## config.mk

```make
export PLATFORM = sky130hd
export DESIGN_NAME = serial_paralelo_2b
export DESIGN_NICKNAME = d
export VERILOG_FILES = /design/src/rtl/serial_paralelo_2b.sv
export SDC_FILE = /design/constraint.sdc
export NUM_CORES = 1
export LEC_CHECK = 0
export ABC_AREA = 1
export CAP_MARGIN = 30
export CORE_MARGIN = 4
export CORE_UTILIZATION = 35
export DETAILED_ROUTE_END_ITERATION = 10
export PLACE_DENSITY = 0.53
export REMOVE_ABC_BUFFERS = 1
export SYNTH_ARGS = -nofsm -noshare
export SYNTH_HDL_FRONTEND = slang
export SYNTH_SLANG_ARGS = --single-unit
```

## constraint.sdc

```tcl
create_clock -name clk16f -period 1.4 [get_ports clk16f]
set_clock_uncertainty 0.1 [all_clocks]
set_input_delay 0.28 -clock clk16f [delete_from_list [all_inputs] [get_ports clk16f]]
set_output_delay 0.28 -clock clk16f [all_outputs]
set_load 0.1 [all_outputs]
```

## src/rtl/serial_paralelo_2b.sv

```systemverilog
// 2-bit serial lane to 9-bit word deserializer with 0xBC comma alignment (clk16f domain).
// Optional SP_IDLE_COUNT_EN adds an idle_count output tracking consecutive idle groups.
module serial_paralelo_2b #(
  parameter int unsigned BC_LOCK = 4,
  parameter logic [7:0]  BC_BYTE = 8'hBC
) (
  input  logic       clk16f,
  input  logic       reset,
  input  logic [1:0] serial,
  output logic [8:0] paralelo,
  output logic       word_strobe,
  output logic       active
`ifdef SP_IDLE_COUNT_EN
  ,
  output logic [7:0] idle_count
`endif
);

  localparam logic [1:0] SEARCH = 2'd0;
  localparam logic [1:0] ALIGN  = 2'd1;
  localparam logic [1:0] LOCKED = 2'd2;

  logic [1:0] state;
  logic [1:0] state_next;
  logic [1:0] ph;
  logic [1:0] lock_phase;
  logic [1:0] lock_phase_next;
  logic [7:0] sr;
  logic [7:0] sr_next;
  logic [2:0] fill;
  logic [3:0] bc_cnt;
  logic [3:0] bc_cnt_next;
  logic       pend;
  logic       filled;
  logic       is_bc;
  logic       at_phase;

  // Comparisons look at the shift register as it will be after this edge.
  always_comb begin
    sr_next  = {sr[5:0], serial};
    filled   = (fill >= 3'd3);
    is_bc    = (sr_next == BC_BYTE);
    at_phase = (ph == lock_phase);
  end

  // Alignment state machine: search, confirm BC_LOCK aligned commas, then stay locked.
  always_comb begin
    state_next      = state;
    lock_phase_next = lock_phase;
    bc_cnt_next     = bc_cnt;
    case (state)
      SEARCH: begin
        if (filled && is_bc) begin
          lock_phase_next = ph;
          bc_cnt_next     = 4'd1;
          state_next      = (BC_LOCK == 32'd1) ? LOCKED : ALIGN;
        end else begin
          state_next = SEARCH;
        end
      end
      ALIGN: begin
        if (at_phase) begin
          if (is_bc) begin
            bc_cnt_next = bc_cnt + 4'd1;
            if (bc_cnt_next == 4'(BC_LOCK)) begin
              state_next = LOCKED;
            end else begin
              state_next = ALIGN;
            end
          end else begin
            bc_cnt_next = 4'd0;
            state_next  = SEARCH;
          end
        end else begin
          state_next = ALIGN;
        end
      end
      LOCKED: begin
        state_next = LOCKED;
      end
      default: begin
        state_next  = SEARCH;
        bc_cnt_next = 4'd0;
      end
    endcase
  end

  // Symbol shifting, phase/fill counters and alignment state registers.
  always_ff @(posedge clk16f or posedge reset) begin
    if (reset) begin
      state      <= SEARCH;
      ph         <= 2'd0;
      lock_phase <= 2'd0;
      sr         <= 8'h00;
      fill       <= 3'd0;
      bc_cnt     <= 4'd0;
      active     <= 1'b0;
      pend       <= 1'b0;
    end else begin
      sr         <= sr_next;
      ph         <= ph + 2'd1;
      fill       <= (fill == 3'd4) ? 3'd4 : fill + 3'd1;
      state      <= state_next;
      lock_phase <= lock_phase_next;
      bc_cnt     <= bc_cnt_next;
      active     <= (state_next == LOCKED);
      pend       <= (state == LOCKED) && at_phase;
    end
  end

  // A group completed at the previous edge is now whole in sr; publish it.
  always_ff @(posedge clk16f or posedge reset) begin
    if (reset) begin
      paralelo    <= 9'h000;
      word_strobe <= 1'b0;
    end else begin
      word_strobe <= pend;
      if (pend) begin
        paralelo <= (sr == BC_BYTE) ? 9'h000 : {1'b1, sr};
      end else begin
        paralelo <= paralelo;
      end
    end
  end

`ifdef SP_IDLE_COUNT_EN
  // Saturating run length of idle groups, cleared by any valid word.
  always_ff @(posedge clk16f or posedge reset) begin
    if (reset) begin
      idle_count <= 8'h00;
    end else if (pend) begin
      if (sr == BC_BYTE) begin
        idle_count <= (idle_count == 8'hFF) ? 8'hFF : idle_count + 8'd1;
      end else begin
        idle_count <= 8'h00;
      end
    end else begin
      idle_count <= idle_count;
    end
  end
`endif

endmodule

```

# After elaboration in Yosys (flattened, before gate mapping)
# Cells that the tools add are included.
dict set report word_totals {
  n_memories 0
  romBits 0
  in_bits 4
  latchBits 0
  register_bits 33
  elab_cells 41
  ramBits 0
}
dict set report classes {
  reduce_logical 5
  n_mux 11
  n_eq_ne 10
  mul 0
  bitwise 1
  div_mod_pow 0
  magnitude_cmp 1
  n_addsub 3
  shifts 0
}
# op n
set op_table {}
lappend op_table {{$eq A8 B8 Y1 const B} 2}
lappend op_table {{$mux W4} 3}
lappend op_table {{$pmux W4 S3} 1}
lappend op_table {{$mux W9} 1}
lappend op_table {{$mux W2} 3}
lappend op_table {{$pmux W2 S3} 1}
lappend op_table {{$add A4 B1 Y4 const B} 1}
lappend op_table {{$eq A2 B2 Y1 const B} 2}
lappend op_table {{$eq A4 B3 Y1 const B} 1}
lappend op_table {{$ne A2 B2 Y1 const B} 2}
lappend op_table {{$add A3 B1 Y3 const B} 1}
lappend op_table {{$eq A3 B3 Y1 const B} 1}
lappend op_table {{$ge A3 B2 Y1 const B} 1}
lappend op_table {{$mux W3} 1}
lappend op_table {{$reduce_and A3 Y1} 1}
lappend op_table {{$add A2 B1 Y2 const B} 1}
lappend op_table {{$eq A2 B1 Y1 const B} 1}
lappend op_table {{$eq A2 B2 Y1} 1}
lappend op_table {{$logic_and A1 B1 Y1} 2}
lappend op_table {{$logic_not A2 Y1} 1}
lappend op_table {{$reduce_and A2 Y1} 1}
lappend op_table {{$mux W1} 1}
lappend op_table {{$not A1 Y1} 1}

# Logic depth before layout (Yosys ltp)
dict set report depth {
  depth_word 7
  mapped_depth 9
  ltp_nobuf 9
}

# Worst setup path before layout
# No wires, ideal clock.
dict set report synth_path {
  path_kind {flip-flop to flip-flop}
  from {register fill[0]}
  to {register state[0]}
  arrival_time_ps 1230
  path_slack_ps -54
  path_stages_with_launch 8
  required_ps 1176
  setup_time_ps 124
  synth_period_minus_slack_ps 1454
  cell_sequence {dfrtp_1 -> ha_1 -> ha_1 -> nor2_1 -> a21oi_2 -> nand2_4 -> nand2_1 -> o21bai_1}
}
dict set report synth_via {
  elab_chain_len 4
}
# item line
set synth_lines {}
lappend synth_lines {{from (decl)} 30} ;# logic [2:0] fill;
lappend synth_lines {{from (signal assigned)} 102} ;# fill <= (fill == 3'd4) ? 3'd4 : fill + 3'd1;
lappend synth_lines {{$ge A3 B2 Y1} 41} ;# filled = (fill >= 3'd3);
lappend synth_lines {{$logic_and A1 B1 Y1} 53} ;# if (filled && is_bc) begin
lappend synth_lines {{$mux W1} 53}
lappend synth_lines {{$pmux W2 S3} 51} ;# case (state)
lappend synth_lines {{via state_next[0]} 24} ;# logic [1:0] state_next;
lappend synth_lines {{to (signal assigned)} 103} ;# state <= state_next;
lappend synth_lines {{to (decl)} 23} ;# logic [1:0] state;
# The timed path passes the listed nets, and every way through them passes these cells.
# A chain may end at the register's enable or synchronous reset.

# Worst setup path after layout
# Same ends and word-level chain as after synthesis.

==> impl_metrics.json <==
{
  "crit_fanout": 5,
  "slew_viol_final": 0,
  "cts_max_path_buffers": 2,
  "rows": 22,
  "fmax_ghz": 0.6966,
  "violations": "setup timing",
  "period_share_pct": 102.5,
  "drtIter0Drc": 25,
  "ys_seq_area_share_pct": 59.89,
  "synthToLayoutAreaGrowth_pct": 39.93,
  "grt_pass1_vias": 989,
  "status": "finished with violations",
  "antenna_found_initial": 0,
  "fin_hold_ws_ns": 0.07087,
  "crit_buf_inv": 0,
  "peakVddDrop_mv": 0.6594,
  "crit_slowest_cell": "dfrtp_1",
  "crit_chain": "ha_4 > ha_4 > nor2_4 > a21oi_4 > nand2_4 > nand2_1 > o21bai_1",
  "fp.dieH_um": 70.77,
  "clock_latency_ns": 0.28,
  "setup_viol": 5,
  "slowest_delay_ns": 0.41,
  "drtPass1Iterations": 4,
  "critPathTopFamily": "flip-flops",
  "ys_warn_count": 0,
  "syn_area_per_cell_um2": 9.991,
  "num_vias": 968,
  "hold_class": "in -> reg",
  "regToRegStartpoint": "fill[0]",
  "startpoint": "fill[0]",
  "cap_violations": 0,
  "rsz0062_at_grt": "true",
  "syn-instance-count": 138,
  "cts_sinks": 33,
  "path_class": "reg -> reg",
  "syn_area_um2": 1379,
  "cts-root-buf": "clkbuf_8",
  "cts_tree": "built",
  "setup_ws_ns": -0.03564,
  "core-area_um2": 3744,
  "holdCritStartpoint": "serial[1]",
  "die_x_um": 70.77,
  "nets": 174,
  "worst_pin_slew_ns": 0.3060,
  "cts_buffers": 5,
  "htree_num_levels": 2,
  "synth_cell_types": 24,
  "fin_cells": 215,
  "grt_start_max_net_pins": 34,
  "start_util_pct": 36.83,
  "die_area_um2": 5008,
  "drt_wl_total_um": 2334,
  "synth_seq_cells": 33,
  "antenna_left": 0,
  "crit_path_frequent_cell": "ha_4",
  "final-hold-violation-count": 0,
  "max_slew_margin_pct": 79.60,
  "viasPerCell": 4.502,
  "remaining_drc_errors": 0,
  "cp.required_ns": 1.47,
  "place_hpwl_um": 1649,
  "dp_slack_ns": -0.2064,
  "port-buffer-count": 14,
  "ioPinCount": 15,
  "p_total_w": 0.001858,
  "grt_pass1_wl_um": 4195,
  "clkTransAtPathRegs_ns": 0.07,
  "cp-start-kind": "flip-flop",
  "worstSetupEndpointType": "flip-flop",
  "crit_arrival_ns": 1.50,
  "final.min_clock_period_ns": 1.436,
  "power.density_nw_per_um2": 963.2,
  "track_usage_pct": 10.72,
  "placed_cells": 204,
  "overflow": 0,
  "leakagePower_nw": 0.9497,
  "wl_per_cell_um": 10.86,
  "gp_congestion": 0.7363,
  "antennaDiodeCount": 0,
  "drive_gt1_share_pct": 29.94
}
==> path summary, 6_finish.rpt <==
path,endpoint,cells after the start,slack [ns]
max,state[0],7,-0.04
min,sr[1],1,0.07
max reg2reg,state[0],7,-0.04
min reg2reg,sr[6],0,0.31
max in group asynchronous,paralelo[1],3,0.79
min in group asynchronous,paralelo[2],3,0.23
==> layout make-up <==
cell class | count | area [µm²]
Timing Repair Buffer | 21 | 324.1
Clock buffer | 7 | 96.34
Sequential cell | 33 | 825.8
Inverter | 20 | 75.07
Fill cell | 349 | 1814
Multi-Input combinational cell | 85 | 543.0
Clock inverter | 1 | 5.005
Tap cell | 48 | 60.06
==> cells in the mapped netlist <==
cell type	instances	area (µm²)
xor2_1	1	8.760
o22ai_1	2	12.51
nor3_1	3	15.01
inv_1	18	67.56
o21ai_1	1	5.000
nand2_1	32	120.1
nor2_4	1	11.26
inv_2	2	7.510
ha_1	4	50.05
nand2_4	1	11.26
dfrtp_1	33	825.8
a21oi_1	1	5.000
xnor2_1	3	26.28
nand3_1	9	45.04
o21bai_1	1	7.510
o21ai_0	5	25.02
a21oi_2	1	8.760
or2_2	1	6.260
nand2_2	4	25.02
buf_2	1	5.000
nand4_2	1	12.51
nand3_2	1	10.01
nor2_1	9	33.78
mux2_2	3	33.78
==> cell usage in the layout (no fill, tap or decap), drive strengths merged <==
| master | netlist | layout |
|---|---|---|
| nand2 | 37 | 38 |
| dfrtp | 33 | 33 |
| inv | 20 | 20 |
| buf | 1 | 18 |
| nand3 | 10 | 10 |
| nor2 | 10 | 10 |
| clkbuf | 0 | 7 |
| o21ai | 6 | 6 |
| ha | 4 | 4 |
| nor3 | 3 | 3 |
| xnor2 | 3 | 3 |
| mux2 | 3 | 3 |
| o22ai | 2 | 2 |
| dlymetal6s2s | 0 | 2 |
| a21oi | 2 | 2 |
| nand4 | 1 | 1 |
| o21bai | 1 | 1 |
| xor2 | 1 | 1 |
| or2 | 1 | 1 |
| clkinv | 0 | 1 |
| clkdlybuf4s50 | 0 | 1 |
==> state kept, by name (all words and copies together) (netlist names) <==
signal,flops
active,1
bc_cnt,4
fill,3
lock_phase,2
paralelo,9
pend,1
ph,2
sr,8
state,2
word_strobe,1
==> worst register-to-register path, cell delays in order, from the launching register on <==
cell and delay [ns]:
dfrtp_1 0.41, ha_4 0.18, ha_4 0.16, nor2_4 0.09, a21oi_4 0.08, nand2_4 0.11, nand2_1 0.05, o21bai_1 0.14
==> power breakdown <==
group	internal (W)	switching (W)	total, W
combinational	0.0000349	0.0000458	0.0000807
clock	0.000444	0.000335	0.000779
sequential	0.000976	0.0000225	0.000999
total	0.00146	0.000403	0.00186
==> metal layers <==
metal	global-route usage, %	share of wire, %
met1	13.04	47
met4	5.637	1.8
met3	4.830	5.1
met2	15.96	46
met5	0	0
==> timing repair <==
action                     4_1_cts  5_1_grt
hold buffers                     0        0
pin swaps                        6        5
resized for setup                8        9
setup endpoints to repair        6        9
setup buffers                    2        0
cloned                           1        0
==> kinds of logic (layout without fill, tap and decap cells) <==
group / Yosys count / count (layout) / share of synthesized area [%]
and+or+nand+nor: 62 / 63 / 21.05
buffers and inverters: 21 / 49 / 5.807
AOI/OAI and AO/OA: 11 / 11 / 4.627
DFF: 33 / 33 / 59.89
adders and majority gates: 4 / 4 / 3.630
xor gates and xnor gates: 4 / 4 / 2.541
muxes: 3 / 3 / 2.450
==> through the flow <==
| step | instance area [µm²] | TNS, ns | utilization [%] |
|---|---|---|---|
| global placement | 1734 | -1.497 | 46.32 |
| global route | 1929 | -0.5422 | 51.54 |
| finish | 1929 | -0.06492 | 51.54 |
| floorplan | 1374 | -0.1684 | - |
| CTS | 1894 | -0.1492 | 50.60 |
| detailed placement | 1734 | -1.617 | 46.32 |
Power figures use the tool's default switching activity.
